<file path="src/rtl/cpu_pkg.sv">
// Shared types for the load/store unit: FSM states, funct3 encodings, fault causes
// and the latched request record, plus the legality/alignment check used at accept.
package cpu_pkg;

    typedef enum logic [2:0] {
        S_IDLE,
        S_REQ,
        S_RESP,
        S_DONE,
        S_FAULT
    } lsu_state_t;

    localparam logic [2:0] F3_LB  = 3'b000;
    localparam logic [2:0] F3_LH  = 3'b001;
    localparam logic [2:0] F3_LW  = 3'b010;
    localparam logic [2:0] F3_LBU = 3'b100;
    localparam logic [2:0] F3_LHU = 3'b101;
    localparam logic [2:0] F3_SB  = 3'b000;
    localparam logic [2:0] F3_SH  = 3'b001;
    localparam logic [2:0] F3_SW  = 3'b010;

    typedef enum logic [1:0] {
        FC_NONE     = 2'b00,
        FC_MISALIGN = 2'b01,
        FC_TIMEOUT  = 2'b10,
        FC_ILLEGAL  = 2'b11
    } fault_cause_t;

    typedef struct packed {
        logic        is_store;
        logic [2:0]  funct3;
        logic [31:0] addr;
        logic [31:0] wdata;
        logic [4:0]  rd;
    } lsu_req_t;

    // Illegal encodings win over misalignment; funct3[1:0] gives the access size.
    function automatic fault_cause_t check_req(input logic is_store, input logic [2:0] f3,
                                               input logic [1:0] addr_lo);
        logic legal;
        logic misaligned;
        if (is_store) begin
            legal = (f3 == F3_SB) || (f3 == F3_SH) || (f3 == F3_SW);
        end else begin
            legal = (f3 == F3_LB) || (f3 == F3_LH) || (f3 == F3_LW) ||
                    (f3 == F3_LBU) || (f3 == F3_LHU);
        end
        misaligned = ((f3[1:0] == 2'b01) && addr_lo[0]) ||
                     ((f3[1:0] == 2'b10) && (addr_lo != 2'b00));
        if (!legal) begin
            return FC_ILLEGAL;
        end
        if (misaligned) begin
            return FC_MISALIGN;
        end
        return FC_NONE;
    endfunction

endpackage

</file>
<file path="src/rtl/load_store_unit_if.sv">
// Execute-stage request, memory bus, writeback and fault signals of the load/store unit.
// slave is the unit's view; master is the surrounding pipeline and memory.
interface load_store_unit_if;
    logic        req_valid;
    logic        req_ready;
    logic        req_is_store;
    logic [2:0]  req_funct3;
    logic [31:0] req_addr;
    logic [31:0] req_wdata;
    logic [4:0]  req_rd;

    logic        mem_req;
    logic        mem_we;
    logic [31:0] mem_addr;
    logic [31:0] mem_wdata;
    logic [3:0]  mem_be;
    logic        mem_gnt;
    logic        mem_rvalid;
    logic [31:0] mem_rdata;

    logic        done;
    logic        wb_valid;
    logic [4:0]  wb_rd;
    logic [31:0] wb_data;
    logic        fault;
    logic [1:0]  fault_cause;

    modport slave (
        input  req_valid, req_is_store, req_funct3, req_addr, req_wdata, req_rd,
        input  mem_gnt, mem_rvalid, mem_rdata,
        output req_ready, mem_req, mem_we, mem_addr, mem_wdata, mem_be,
        output done, wb_valid, wb_rd, wb_data, fault, fault_cause
    );

    modport master (
        output req_valid, req_is_store, req_funct3, req_addr, req_wdata, req_rd,
        output mem_gnt, mem_rvalid, mem_rdata,
        input  req_ready, mem_req, mem_we, mem_addr, mem_wdata, mem_be,
        input  done, wb_valid, wb_rd, wb_data, fault, fault_cause
    );
endinterface

</file>
<file path="src/rtl/lsu_load_align.sv">
// Combinational load-data lane select and sign/zero extension by funct3.
// Zero latency; no handshake.
module lsu_load_align
    import cpu_pkg::*;
(
    input  logic [31:0] rdata_i,
    input  logic [1:0]  addr_lo_i,
    input  logic [2:0]  funct3_i,
    output logic [31:0] data_o
);
    logic [31:0] shifted;

    always_comb begin
        shifted = rdata_i >> {addr_lo_i, 3'b000};
        case (funct3_i)
            F3_LB:   data_o = {{24{shifted[7]}}, shifted[7:0]};
            F3_LH:   data_o = {{16{shifted[15]}}, shifted[15:0]};
            F3_LBU:  data_o = {24'd0, shifted[7:0]};
            F3_LHU:  data_o = {16'd0, shifted[15:0]};
            default: data_o = shifted;
        endcase
    end
endmodule

</file>
<file path="src/rtl/load_store_unit.sv">
// Load/store unit: one outstanding access, accept -> REQ -> RESP -> DONE/FAULT, min 3-cycle latency.
// req_ready only in IDLE; mem_req held until mem_gnt; MEM_TIMEOUT cycles without rvalid faults.
module load_store_unit
    import cpu_pkg::*;
#(
    parameter int MEM_TIMEOUT = 16
) (
    input  logic              clk,
    input  logic              reset,
    load_store_unit_if.slave  bus
);
    localparam int CW = $clog2(MEM_TIMEOUT + 1);
    localparam logic [CW-1:0] CNT_LAST = CW'(MEM_TIMEOUT - 1);

    lsu_state_t   state_q, state_d;
    lsu_req_t     req_q, req_d;
    logic [CW-1:0] cnt_q, cnt_d;
    fault_cause_t cause_q, cause_d;
    logic [31:0]  wb_data_q, wb_data_d;

    fault_cause_t accept_cause;
    logic [31:0]  load_data;
    logic [3:0]   lane_be;
    logic [31:0]  lane_wdata;

    lsu_load_align u_align (
        .rdata_i   (bus.mem_rdata),
        .addr_lo_i (req_q.addr[1:0]),
        .funct3_i  (req_q.funct3),
        .data_o    (load_data)
    );

    always_ff @(posedge clk) begin
        if (reset) begin
            state_q   <= S_IDLE;
            req_q     <= '0;
            cnt_q     <= '0;
            cause_q   <= FC_NONE;
            wb_data_q <= '0;
        end else begin
            state_q   <= state_d;
            req_q     <= req_d;
            cnt_q     <= cnt_d;
            cause_q   <= cause_d;
            wb_data_q <= wb_data_d;
        end
    end

    always_comb begin
        state_d      = state_q;
        req_d        = req_q;
        cnt_d        = cnt_q;
        cause_d      = cause_q;
        wb_data_d    = '0;
        accept_cause = check_req(bus.req_is_store, bus.req_funct3, bus.req_addr[1:0]);
        case (state_q)
            S_IDLE: begin
                if (bus.req_valid) begin
                    req_d   = '{bus.req_is_store, bus.req_funct3, bus.req_addr,
                                bus.req_wdata, bus.req_rd};
                    cnt_d   = '0;
                    cause_d = accept_cause;
                    state_d = (accept_cause == FC_NONE) ? S_REQ : S_FAULT;
                end
            end
            S_REQ: begin
                cnt_d = cnt_q + 1'b1;
                // A grant on the last allowed cycle could never be answered in time.
                if (cnt_q == CNT_LAST) begin
                    state_d = S_FAULT;
                    cause_d = FC_TIMEOUT;
                end else if (bus.mem_gnt) begin
                    state_d = S_RESP;
                end
            end
            S_RESP: begin
                cnt_d = cnt_q + 1'b1;
                if (bus.mem_rvalid) begin
                    state_d = S_DONE;
                    if (!req_q.is_store && (req_q.rd != 5'd0)) begin
                        wb_data_d = load_data;
                    end
                end else if (cnt_q == CNT_LAST) begin
                    state_d = S_FAULT;
                    cause_d = FC_TIMEOUT;
                end
            end
            S_DONE:  state_d = S_IDLE;
            S_FAULT: state_d = S_IDLE;
            default: state_d = S_IDLE;
        endcase
    end

    always_comb begin
        lane_be    = 4'b1111;
        lane_wdata = '0;
        if (req_q.is_store) begin
            case (req_q.funct3[1:0])
                2'b00: begin
                    lane_be    = 4'b0001 << req_q.addr[1:0];
                    lane_wdata = {4{req_q.wdata[7:0]}};
                end
                2'b01: begin
                    lane_be    = req_q.addr[1] ? 4'b1100 : 4'b0011;
                    lane_wdata = {2{req_q.wdata[15:0]}};
                end
                default: begin
                    lane_be    = 4'b1111;
                    lane_wdata = req_q.wdata;
                end
            endcase
        end
    end

    always_comb begin
        bus.req_ready   = (state_q == S_IDLE);
        bus.mem_req     = (state_q == S_REQ);
        bus.mem_we      = bus.mem_req && req_q.is_store;
        bus.mem_addr    = bus.mem_req ? {req_q.addr[31:2], 2'b00} : '0;
        bus.mem_be      = bus.mem_req ? lane_be : '0;
        bus.mem_wdata   = bus.mem_req ? lane_wdata : '0;
        bus.done        = (state_q == S_DONE);
        bus.wb_valid    = bus.done && !req_q.is_store && (req_q.rd != 5'd0);
        bus.wb_rd       = bus.wb_valid ? req_q.rd : '0;
        bus.wb_data     = wb_data_q;
        bus.fault       = (state_q == S_FAULT);
        bus.fault_cause = bus.fault ? cause_q : FC_NONE;
    end
endmodule

</file>
<file path="src/flat_wrapper.sv">
// flat-port wrapper written by rule: the top's interface ports become plain ports
module load_store_unit_flat import cpu_pkg::*;
#(
    parameter int MEM_TIMEOUT = 16
)
  (clk, reset, bus_req_valid, bus_req_is_store, bus_req_funct3, bus_req_addr, bus_req_wdata, bus_req_rd, bus_mem_gnt, bus_mem_rvalid, bus_mem_rdata, bus_req_ready, bus_mem_req, bus_mem_we, bus_mem_addr, bus_mem_wdata, bus_mem_be, bus_done, bus_wb_valid, bus_wb_rd, bus_wb_data, bus_fault, bus_fault_cause);
  load_store_unit_if bus_i ();
  input  logic clk;
  input  logic reset;
  input wire logic [$bits(bus_i.req_valid)-1:0] bus_req_valid;
  input wire logic [$bits(bus_i.req_is_store)-1:0] bus_req_is_store;
  input wire logic [$bits(bus_i.req_funct3)-1:0] bus_req_funct3;
  input wire logic [$bits(bus_i.req_addr)-1:0] bus_req_addr;
  input wire logic [$bits(bus_i.req_wdata)-1:0] bus_req_wdata;
  input wire logic [$bits(bus_i.req_rd)-1:0] bus_req_rd;
  input wire logic [$bits(bus_i.mem_gnt)-1:0] bus_mem_gnt;
  input wire logic [$bits(bus_i.mem_rvalid)-1:0] bus_mem_rvalid;
  input wire logic [$bits(bus_i.mem_rdata)-1:0] bus_mem_rdata;
  output wire logic [$bits(bus_i.req_ready)-1:0] bus_req_ready;
  output wire logic [$bits(bus_i.mem_req)-1:0] bus_mem_req;
  output wire logic [$bits(bus_i.mem_we)-1:0] bus_mem_we;
  output wire logic [$bits(bus_i.mem_addr)-1:0] bus_mem_addr;
  output wire logic [$bits(bus_i.mem_wdata)-1:0] bus_mem_wdata;
  output wire logic [$bits(bus_i.mem_be)-1:0] bus_mem_be;
  output wire logic [$bits(bus_i.done)-1:0] bus_done;
  output wire logic [$bits(bus_i.wb_valid)-1:0] bus_wb_valid;
  output wire logic [$bits(bus_i.wb_rd)-1:0] bus_wb_rd;
  output wire logic [$bits(bus_i.wb_data)-1:0] bus_wb_data;
  output wire logic [$bits(bus_i.fault)-1:0] bus_fault;
  output wire logic [$bits(bus_i.fault_cause)-1:0] bus_fault_cause;
  assign bus_i.req_valid = bus_req_valid;
  assign bus_i.req_is_store = bus_req_is_store;
  assign bus_i.req_funct3 = bus_req_funct3;
  assign bus_i.req_addr = bus_req_addr;
  assign bus_i.req_wdata = bus_req_wdata;
  assign bus_i.req_rd = bus_req_rd;
  assign bus_i.mem_gnt = bus_mem_gnt;
  assign bus_i.mem_rvalid = bus_mem_rvalid;
  assign bus_i.mem_rdata = bus_mem_rdata;
  assign bus_req_ready = bus_i.req_ready;
  assign bus_mem_req = bus_i.mem_req;
  assign bus_mem_we = bus_i.mem_we;
  assign bus_mem_addr = bus_i.mem_addr;
  assign bus_mem_wdata = bus_i.mem_wdata;
  assign bus_mem_be = bus_i.mem_be;
  assign bus_done = bus_i.done;
  assign bus_wb_valid = bus_i.wb_valid;
  assign bus_wb_rd = bus_i.wb_rd;
  assign bus_wb_data = bus_i.wb_data;
  assign bus_fault = bus_i.fault;
  assign bus_fault_cause = bus_i.fault_cause;
  load_store_unit #(.MEM_TIMEOUT(MEM_TIMEOUT)) u_core (.clk(clk), .reset(reset), .bus(bus_i));
endmodule
</file>
<file path="config.mk">
export PLATFORM = sky130hd
export DESIGN_NAME = load_store_unit_flat
export DESIGN_NICKNAME = d
export VERILOG_FILES = /design/src/rtl/cpu_pkg.sv /design/src/rtl/load_store_unit_if.sv /design/src/rtl/lsu_load_align.sv /design/src/rtl/load_store_unit.sv /design/src/flat_wrapper.sv
export SDC_FILE = /design/constraint.sdc
export NUM_CORES = 1
export LEC_CHECK = 0
export CAP_MARGIN = 20
export CELL_PAD_IN_SITES_DETAIL_PLACEMENT = 1
export CELL_PAD_IN_SITES_GLOBAL_PLACEMENT = 1
export CORE_ASPECT_RATIO = 1.4
export CORE_MARGIN = 2
export CORE_UTILIZATION = 48
export DETAILED_ROUTE_END_ITERATION = 8
export DONT_BUFFER_PORTS = 1
export PLACE_DENSITY_LB_ADDON = 0.1
export SLEW_MARGIN = 20
export SYNTH_ARGS = -nofsm -noshare
export SYNTH_HDL_FRONTEND = slang
export SYNTH_SLANG_ARGS = --single-unit
</file>
<file path="constraint.sdc">
create_clock -name clk -period 2.76 [get_ports clk]
set_input_delay 0.552 -clock clk [delete_from_list [all_inputs] [get_ports clk]]
set_output_delay 0.552 -clock clk [all_outputs]
set_load 0.005 [all_outputs]
</file>
==> out/summary.txt, run 1 <==
================================================================================
Share of flip-flops with an asynchronous set or reset                         0%
Worst Max-Slew Pin Slew                                                 0.771 ns
Critical path arrival                                                    1.99 ns
Clock transition at path regs                                            0.05 ns
Number of enable-type register cells in the synthesized netlist                0
Final #Nets                                                                  785
First-pass GRT wire length                                               24.7 mm
Start of the worst register-to-register path                        u_core.req_q[38]
Slowest stage delay, CP                                                  0.34 ns
Crit-path max FO                                                              25
Placer congestion estimate                                                 0.831
FF+latch count, synth                                                        115
Status                                                                 completed
Worst path buffer plus inverter count                                          2
Clock Tree Root                                                        clkbuf_16
Post-detailed-route wirelength per cell                                  19.5 µm
Layout Cells excl Fill                                                       829
Clock period minus final worst setup slack                               2.54 ns
Setup repair after global routing missed its margin                           no
Number of placed instances with taps included                                798
Number of unique standard cell types used by synthesis                        49
Area share of the largest cell type after synthesis                        42.3%
Antenna diode count                                                            0
Ratio of cells with drive above 1 in the final layout                      9.34%
Portion of total power attributed to the clock network                     49.5%
Sequential cell fraction of total power                                    39.0%
Count of nets left with antenna violations after detail routing                0
Cell type with the largest total area after synthesis                    dfxtp_1
Later-pin clock latency in the skew report                               0.41 ns
Fraction of the cycle the final worst path needs                           92.0%
Die Ht                                                                    130 µm
Number of pins exceeding their max-slew limit in the final report              0
CTS resizes                                                                    0
Hold buffers post-CTS                                                          0
Leading cell types by total area after synthesis                    dfxtp_1, nand2_1, a21oi_1
Largest net degree at the start of global routing                             85
Worst setup path start                                              u_core.state_q[1]
WHS                                                                     0.205 ns
Die area                                                               12200 µm²
Cell Int Power                                                           3.52 mW
Vias per inst                                                               5.75
Wirelength, routed                                                       16.2 mm
Worst IR Drop VDD                                                       0.444 mV
Top post-synthesis cells by count                                   nand2_1, a21oi_1, dfxtp_1
Number of fillers in the final layout                                       1375
Sink Count                                                                   115
Global-route usage over all layers                                         26.0%
WP data required                                                         2.21 ns
Io pins                                                                      223
Pre-Repair DR Iteration Count                                                  4
Final setup violation count                                                    0
Hold Crit Class                                                     input pin to flip-flop
Headroom to the max-slew limit                                             48.6%
Worst Path Class, Setup                                             flip-flop to primary output
Total number of placement rows                                                46
Switching power summed over all nets                                     1.18 mW
Final hold vios                                                                0
Top-count cell post-synth                                                nand2_1
Number of setup buffers added after CTS                                        0
Setup clock skew after layout                                          0.0133 ns
P_leak                                                                   2.27 nW
Slowest library cell on the worst path                                     or2_2
Portion of the post-synthesis area used by sequential elements             42.3%
Area added between synthesis and finish                                    10.8%
Cell family with most CP delay                                      simple AND/OR/NAND/NOR gates
Share of total power in combinational logic                                11.5%
Buffer depth of the longest clock path                                         2
Total via count in the routed design                                        4768
Initial standard-cell utilization of the core                              48.7%
Core Box Area                                                          11200 µm²
Post-DP HPWL                                                             11.1 mm
Maximum achievable frequency                                             394 MHz
Instance count of the mapped netlist                                         698
Total of buffers placed on input and output ports                              0
Level count of the clock H-tree                                                4
CTS Buf Count                                                                 17
Primary flip-flop cell chosen by synthesis mapping                       dfxtp_1
Starting DRT DRC Count                                                       157
Power Dens Cells                                                      780 nW/µm²
Via count of the first global-routing pass                                  4789
Ordered cell list for the critical path                             nand2b_1 -> or2_2 -> inv_2 -> nand2_1 -> buf_4 -> a21oi_1
Total negative slack                                                        0 ns
Type of element capturing the critical path                         primary output
Antenna violations before repair                                               0
Type of element launching the critical path                            flip-flop
Fraction of power spent switching nets                                     25.2%
Synth Warn #                                                                   0
Clock tree from TritonCTS                                                  built
Synth Area per Inst                                                     7.80 µm²
X dimension of the die                                                   94.0 µm
# Max-Cap Violations                                                           0
Worst hold path startpoint                                                 reset
Post-detailed-route DRC marker count                                           0
Overflow after GRT                                                             0
Post-synthesis instance area                                            5440 µm²
================================================================================
final timing paths:
| path | end | slack [ns] | cells after the start |
|---|---|---|---|
| hold / removal | u_core.req_q[39] | 0.20 | 1 |
| setup / recovery | bus_mem_wdata[15] | 0.22 | 6 |
| setup reg to reg | u_core.bus.wb_data[19] | 0.67 | 4 |
| hold reg to reg | u_core.req_q[45] | 0.45 | 2 |
layer usage:
metal / share of wire, % / vias to the layer above / wire [µm] / global-route usage [%]
met5: 0 / - / 0 / 0
met4: 3.0 / 0 / 481 / 12.1
met3: 8.0 / 35 / 1290 / 8.66
met2: 51 / 192 / 8190 / 44.5
met1: 39 / 2265 / 6240 / 29.1
li1: - / 2276 / - / -
through the flow:
stage | instance area [µm²] | setup slack [ns] | power, mW | utilization, %
final | 6030 | 0.220 | 4.71 | 54.0
after detailed placement | 5400 | 0.649 | 2.41 | 48.4
after global routing | 6030 | 0.0555 | 4.90 | 54.0
after floorplan | 5450 | 0.892 | 2.32 | -
after global placement | 5400 | 0.738 | 2.38 | 48.4
after CTS | 6030 | 0.205 | 4.75 | 54.0
cell families after synthesis:
family	share of synthesized area, %
XOR/XNOR	0.483
AO/OA/AOI/OAI	16.3
multiplexers	7.03
AND/OR/NAND/NOR	26.9
adder cells (fa/ha/maj)	0.460
other	0.0689
flip-flops	42.3
buffers and inverters	6.48
power by group through the flow:
stage | sequential (mW) | clock [mW] | combinational [mW]
global route | 1.85 | 2.44 | 0.607
floorplan | 1.83 | 0 | 0.486
global placement | 1.86 | 0 | 0.516
CTS | 1.84 | 2.37 | 0.547
finish | 1.84 | 2.33 | 0.539
detailed placement | 1.87 | 0 | 0.540
cell usage in the layout (no fill, tap or decap), drive strengths merged, types with 2 or more instances in the layout:
cell type	instances
o211ai	2
nand2b	7
o21ai	3
nand3	3
nor2	44
xor2	2
buf	12
clkinvlp	3
nor2b	11
bufinv	4
and2	37
nand3b	2
conb	2
a311oi	2
ha	2
and3	14
nand2	184
clkinv	2
clkbuf	22
mux2	8
a211oi	14
or2	3
a21oi	129
dfxtp	115
mux2i	27
inv	5
nor4	2
nor3	9
worst reg2reg max path, stage by stage, from the launching register on:
cell and delay [ns]:
dfxtp_1 0.74, mux2i_1 0.36, mux2i_1 0.13, o211ai_2 0.55, a21oi_1 0.16
area by class of cell:
class	instances	area (µm²)	area share [%]
Timing Repair Buffer	12	103	1.70
Inverter	5	18.8	0.311
Clock buffer	22	474	7.86
Sequential cell	115	2300	38.2
Tap cell	144	180	2.99
Clock inverter	9	153	2.53
Multi-Input combinational cell	522	2800	46.4
flip-flops by register name (all words and copies together) (netlist names):
register and cells:
u_core.cause_q 2, u_core.cnt_q 5, u_core.state_q 3, u_core.req_q 73, u_core.bus.wb_data 32
Power figures use the tool's default switching activity.
==> run 2: changes to the inputs <==
- SLEW_MARGIN: 20 -> 0
==> results of run 2 <==
The final DEF is identical to that of run 1; final timing and power are the same.
